==> src/rtl/gnrl_dconv_boxcar.sv <==
// Boxcar decimating down-converter.
// Pipeline: DC offset removal with positive clamp, fs/4 quadrature mix (or
// bypass), then an integrate-and-dump window of dec_factor samples.
module gnrl_dconv_boxcar #(
    parameter int ADC_PHYS_WIDTH = 14,
    parameter int DEC_WIDTH      = 8,
    localparam int OUT_WIDTH     = ADC_PHYS_WIDTH + 1 + DEC_WIDTH
) (
    input  logic                        CLK,
    input  logic                        RESET,
    input  logic [ADC_PHYS_WIDTH-1:0]   adc_data_in,
    input  logic signed [ADC_PHYS_WIDTH:0] adc_dcval_subtractor,
    input  logic [DEC_WIDTH-1:0]        dec_factor,
    input  logic                        mix_mode,
    input  logic                        conv_en,
    output logic signed [OUT_WIDTH-1:0] data_i,
    output logic signed [OUT_WIDTH-1:0] data_q,
    output logic                        data_valid,
    output logic                        sat_flag
);

    localparam int W = ADC_PHYS_WIDTH;
    localparam int D = DEC_WIDTH;
    localparam logic signed [W+1:0] MAX_POS  = {2'b00, {W{1'b1}}};
    localparam logic signed [W:0]   X_CLAMP  = {1'b0, {W{1'b1}}};

    // Stage 1 state
    logic signed [W+1:0] diff;
    logic signed [W:0]   x_clamped;
    logic                sat_now;
    logic signed [W:0]   x1;
    logic                v1;
    logic                en_d;
    logic [1:0]          phase;

    // Stage 2 state
    logic signed [W:0]   mix_i;
    logic signed [W:0]   mix_q;
    logic signed [W:0]   i2;
    logic signed [W:0]   q2;
    logic                v2;

    // Stage 3 state
    logic signed [OUT_WIDTH-1:0] ext_i;
    logic signed [OUT_WIDTH-1:0] ext_q;
    logic signed [OUT_WIDTH-1:0] sum_i;
    logic signed [OUT_WIDTH-1:0] sum_q;
    logic signed [OUT_WIDTH-1:0] acc_i;
    logic signed [OUT_WIDTH-1:0] acc_q;
    logic [D-1:0]                count;
    logic [D-1:0]                n_lat;
    logic [D-1:0]                dec_eff;
    logic [D-1:0]                n_eff;
    logic                        first;
    logic                        last;

    // Offset removal in W+2 bits; only the positive side can exceed the W+1 range
    always_comb begin
        diff      = $signed({2'b00, adc_data_in}) - $signed({adc_dcval_subtractor[W], adc_dcval_subtractor});
        sat_now   = (diff > MAX_POS);
        x_clamped = sat_now ? X_CLAMP : diff[W:0];
    end

    // Stage 1 register, sample-valid, and sticky saturation flag cleared on a conv_en rise
    always_ff @(posedge CLK) begin
        if (RESET) begin
            x1       <= '0;
            v1       <= 1'b0;
            en_d     <= 1'b0;
            sat_flag <= 1'b0;
        end else begin
            v1   <= conv_en;
            en_d <= conv_en;
            if (conv_en) begin
                x1 <= x_clamped;
            end
            if (conv_en && sat_now) begin
                sat_flag <= 1'b1;
            end else if (conv_en && !en_d) begin
                sat_flag <= 1'b0;
            end
        end
    end

    // Mixer phase walks with each valid stage-1 sample and restarts whenever the stream breaks
    always_ff @(posedge CLK) begin
        if (RESET) begin
            phase <= 2'd0;
        end else if (v1) begin
            phase <= phase + 2'd1;
        end else begin
            phase <= 2'd0;
        end
    end

    // fs/4 rotation: multiply by cos/-sin of phase*90 degrees, or pass straight through in bypass
    always_comb begin
        mix_i = '0;
        mix_q = '0;
        if (mix_mode) begin
            mix_i = x1;
        end else begin
            case (phase)
                2'd0:    mix_i = x1;
                2'd1:    mix_q = -x1;
                2'd2:    mix_i = -x1;
                default: mix_q = x1;
            endcase
        end
    end

    // Stage 2 register
    always_ff @(posedge CLK) begin
        if (RESET) begin
            i2 <= '0;
            q2 <= '0;
            v2 <= 1'b0;
        end else begin
            v2 <= v1;
            if (v1) begin
                i2 <= mix_i;
                q2 <= mix_q;
            end
        end
    end

    // Window bookkeeping: length latched on the first sample of each window, zero means one
    always_comb begin
        ext_i   = {{D{i2[W]}}, i2};
        ext_q   = {{D{q2[W]}}, q2};
        sum_i   = acc_i + ext_i;
        sum_q   = acc_q + ext_q;
        first   = (count == '0);
        dec_eff = (dec_factor == '0) ? D'(1) : dec_factor;
        n_eff   = first ? dec_eff : n_lat;
        last    = ((count + D'(1)) == n_eff);
    end

    // Integrate-and-dump; a gap in the stream discards the partial window
    always_ff @(posedge CLK) begin
        if (RESET) begin
            acc_i      <= '0;
            acc_q      <= '0;
            count      <= '0;
            n_lat      <= '0;
            data_i     <= '0;
            data_q     <= '0;
            data_valid <= 1'b0;
        end else begin
            data_valid <= 1'b0;
            if (!v2) begin
                acc_i <= '0;
                acc_q <= '0;
                count <= '0;
            end else begin
                if (first) begin
                    n_lat <= dec_eff;
                end
                if (last) begin
                    data_i     <= sum_i;
                    data_q     <= sum_q;
                    data_valid <= 1'b1;
                    acc_i      <= '0;
                    acc_q      <= '0;
                    count      <= '0;
                end else begin
                    acc_i <= sum_i;
                    acc_q <= sum_q;
                    count <= count + D'(1);
                end
            end
        end
    end

endmodule

==> config.mk <==
export PLATFORM = sky130hd
export DESIGN_NAME = gnrl_dconv_boxcar
export DESIGN_NICKNAME = d
export VERILOG_FILES = /design/src/rtl/gnrl_dconv_boxcar.sv
export SDC_FILE = /design/constraint.sdc
export NUM_CORES = 1
export LEC_CHECK = 0
export CORE_UTILIZATION = 58
export DETAILED_ROUTE_END_ITERATION = 8
export GPL_TIMING_DRIVEN = 0
export PLACE_DENSITY = 0.93
export SLEW_MARGIN = 20
export SYNTH_ARGS = -nofsm -noshare
export SYNTH_HDL_FRONTEND = slang
export SYNTH_SLANG_ARGS = --single-unit
==> constraint.sdc <==
create_clock -name CLK -period 3.1 [get_ports CLK]
set_input_delay 0.465 -clock CLK [delete_from_list [all_inputs] [get_ports CLK]]
set_output_delay 0.465 -clock CLK [all_outputs]
set_load 0.02 [all_outputs]
==> run_results.csv <==
group,metric,value,unit
run_status,status,"complete, no violations",
synthesis,async_flop_share,0,
grt,track_usage,0.307,
sta,final-max-slew-violation-count,0,
layout,area_growth,20.4,%
clock_tree,clk-insertion-delay-late,440,ps
die,dieArea,0.0159,mm2
synthesis,ys_ff_latch,159,
drt,via_per_inst,6.25,
synthesis,avgSynthCellArea,8.45,um2
drt,wl_met3,2080,um
layout,final_common_cell,"dfxtp_1",
sta,setup_tns,0,ps
power_and_ir_drop,pwr-share-comb,0.123,
synthesis,synth_edf_count,0,
grt,grt_pass1_vias,8183,
drt,wl_met2,11500,um
die,core,0.0151,mm2
sta,finalCritPeriodShare,0.986,
synthesis,yosysUniqueCellTypes,66,
die,die_h,126,um
synthesis,yosys_warnings,0,
drt,met1Wirelength,9560,um
die,die_w,126,um
layout,nets,1281,
die,num_io_pins,89,
drt,finalWirelength,24600,um
synthesis,ys_seq_area_frac,0.356,
clock_tree,cts_root_buf,"clkbuf_16",
placed_design,portBuffers,87,
synthesis,netlist_instances,1059,
synthesis,synth_flop_cell,"dfxtp_1",
drt,drtIter0Drc,874,
power_and_ir_drop,intPower,3580,uW
die,fp-row-count,45,
sta,tightest_slew,722,ps
sta,relSlewSlack,0.519,
setup_path,r2r_setup_slack,40,ps
setup_path,required,3400,ps
synthesis,synth_top_area_share,0.356,
placed_design,place_congestion,0.937,
flow_run,drv_cap,0,
setup_path,worstSetupPathType,"reg -> reg",
power_and_ir_drop,sequentialPowerShare,0.443,
drt,routed.top_layer,"met4",
layout,layout_common_cells,"dfxtp_1, nor2_1, clkdlybuf4s50_1",
clock_tree,htree_levels,4,
setup_path,crit_path_start,"count[1]$_SDFF_PP0_",
die,initial_core_util,0.591,
clock_tree,cts_buffer_depth,2,
clock_tree,clkTransAtPathRegs,70,ps
sta,setup_viol,0,
drt,drt.antenna.violating_nets,0,
layout,final_util,0.711,
setup_path,worstPathArrival,3360,ps
grt,grt_first_pass_wirelength,38900,um
power_and_ir_drop,power.leakage,0.00424,uW
sta,fmax,327,MHz
synthesis,synth_area_leaders,"dfxtp_1, ha_1, nor2_1",
setup_path,r2r_cells,9,
grt,antenna_found_initial,0,
drt,via_count,8564,
setup_path,end_kind,"flip-flop",
grt,gr-total-overflow,0,
grt,grt_max_degree,17,
drt,wl_per_cell,17.9,um
setup_path,reg2reg_from,"count[1]$_SDFF_PP0_",
clock_tree,cts_buffers,17,
sta,hold_viol,0,
synthesis,netlist_area,0.00895,mm2
drt,first_pass_iters,5,
synthesis,synth_top_area_cell,"dfxtp_1",
setup_path,r2r-end,"acc_q[3]$_SDFF_PP0_",
power_and_ir_drop,ir_worst_vdd,459,uV
setup_path,critPathMaxFanout,10,
synthesis,synthesis.nets,1169,
hold_path,hold_path.class,"reg -> reg",
clock_tree,cts_hold_buffers,0,
power_and_ir_drop,p_switching,1240,uW
layout,post_route_cells_drive_above_1_share,0.0550,
setup_path,cp-endpoint,"acc_q[3]$_SDFF_PP0_",
layout,num_antenna_cells,0,
sta,holdWs,451,ps
clock_tree,clock-sinks,159,
sta,period_minus_slack,3060,ps
setup_path,startpoint_type,"flip-flop",
sta,fin_skew,11.3,ps
clock_tree,cts_tree,"done",
placed_design,dpl.hpwl,17200,um
drt,drc,0,
power_and_ir_drop,powerDensity,447,mW/mm2
power_and_ir_drop,clkPwrFrac,0.435,
power_and_ir_drop,switching_share,0.257,
[cell families after synthesis]
family / after synthesis / synth area share
and+or+nand+nor: 369 / 0.205
AOI/OAI and AO/OA: 280 / 0.210
DFF: 159 / 0.356
buffers and inverters: 93 / 0.0410
xor gates and xnor gates: 74 / 0.0724
adders and majority gates: 69 / 0.0990
muxes: 15 / 0.0168
[cell type report]
cell class / instances / area (um2)
well taps: 188 / 235
fillers: 1074 / 4380
flip-flops and latches: 159 / 3180
multi-input cells: 807 / 5480
repair buffers: 93 / 916
clock buffers: 21 / 470
inverters: 44 / 165
plain buffers: 49 / 206
clock inverters: 9 / 111
[worst min-delay path by stage]
stage,start,to,slack (ps),cells after the start
final,data_i[15]$_SDFFE_PP0P_,data_i[15]$_SDFFE_PP0P_,450,2
after global routing,data_i[18]$_SDFFE_PP0P_,data_i[18]$_SDFFE_PP0P_,500,2
after CTS,data_i[15]$_SDFFE_PP0P_,data_i[15]$_SDFFE_PP0P_,450,2
after detailed placement,data_i[15]$_SDFFE_PP0P_,data_i[15]$_SDFFE_PP0P_,450,2
after global placement,data_i[15]$_SDFFE_PP0P_,data_i[15]$_SDFFE_PP0P_,440,2
after floorplan,q2[0]$_SDFFE_PP0P_,q2[0]$_SDFFE_PP0P_,450,2
[timing repair]
item                                    in CTS  in global routing
pin swaps                                    1                  3
endpoints found under the setup margin      66                 78
gates cloned                                 0                  0
gates resized for setup                      5                 21
buffers inserted                             1                  5
[worst max-delay path, stage by stage (launching register included)]
cell,delay [ps]
dfxtp_1,440
inv_1,80
ha_1,230
nand3_4,200
mux2i_1,320
xor2_1,140
or2_4,310
o311ai_4,520
clkbuf_1,530
nor2_1,130
[registers in the layout, indices dropped and copies added, names as in the netlist, 2 cells and up]
signal  flops
acc_q      23
acc_i      23
i2         15
data_i     23
n_lat       8
count       8
q2         15
phase       2
x1         15
data_q     23
[synthesized netlist by cell type, types with 4 or more instances]
cell and n:
nand3_1 15, nand2_1 48, xor2_1 35, nor3_1 19
and3_1 10, nor2b_1 32, a21oi_1 74, xnor2_1 39
mux2i_1 15, nor2_1 152, clkbuf_1 44, a211oi_1 28
and2_0 23, dfxtp_1 159, o31ai_1 5, and2_1 8
a21o_1 19, o21a_1 32, inv_1 44, nand4_1 5
o21ai_0 43, a311oi_1 15, a22oi_1 13, o22ai_1 4
nand2b_1 24, a31oi_1 7, nor3b_1 5, or4_1 5
or3_1 4, ha_1 66, nor4_1 8
[power groups by stage]
| stage | clock network [uW] | logic, uW | registers [uW] |
|---|---|---|---|
| after floorplan | 0 | 393 | 2160 |
| final | 2090 | 590 | 2130 |
| after detailed placement | 0 | 553 | 2170 |
| after global routing | 2180 | 642 | 2130 |
| after CTS | 2080 | 565 | 2130 |
| after global placement | 0 | 534 | 2170 |
[stage by stage]
stage / instances / power (uW) / worst slack (ps) / instance area (um2)
finish: 1370 / 4810 / 42.3 / 10800
global route: 1370 / 4950 / -25.0 / 10800
CTS: 1365 / 4770 / 23.1 / 10700
detailed placement: 1334 / 2730 / -580 / 10100
global placement: 1334 / 2700 / -468 / 10100
floorplan: 1059 / 2550 / 426 / 8950
[per-layer routing]
layer / vias to the layer above / GRT usage
met5: - / 0
met4: 0 / 0.158
met3: 121 / 0.0697
met2: 472 / 0.528
met1: 4012 / 0.357
li1: 3959 / -
Note: power is estimated with default switching activity, not from simulation.
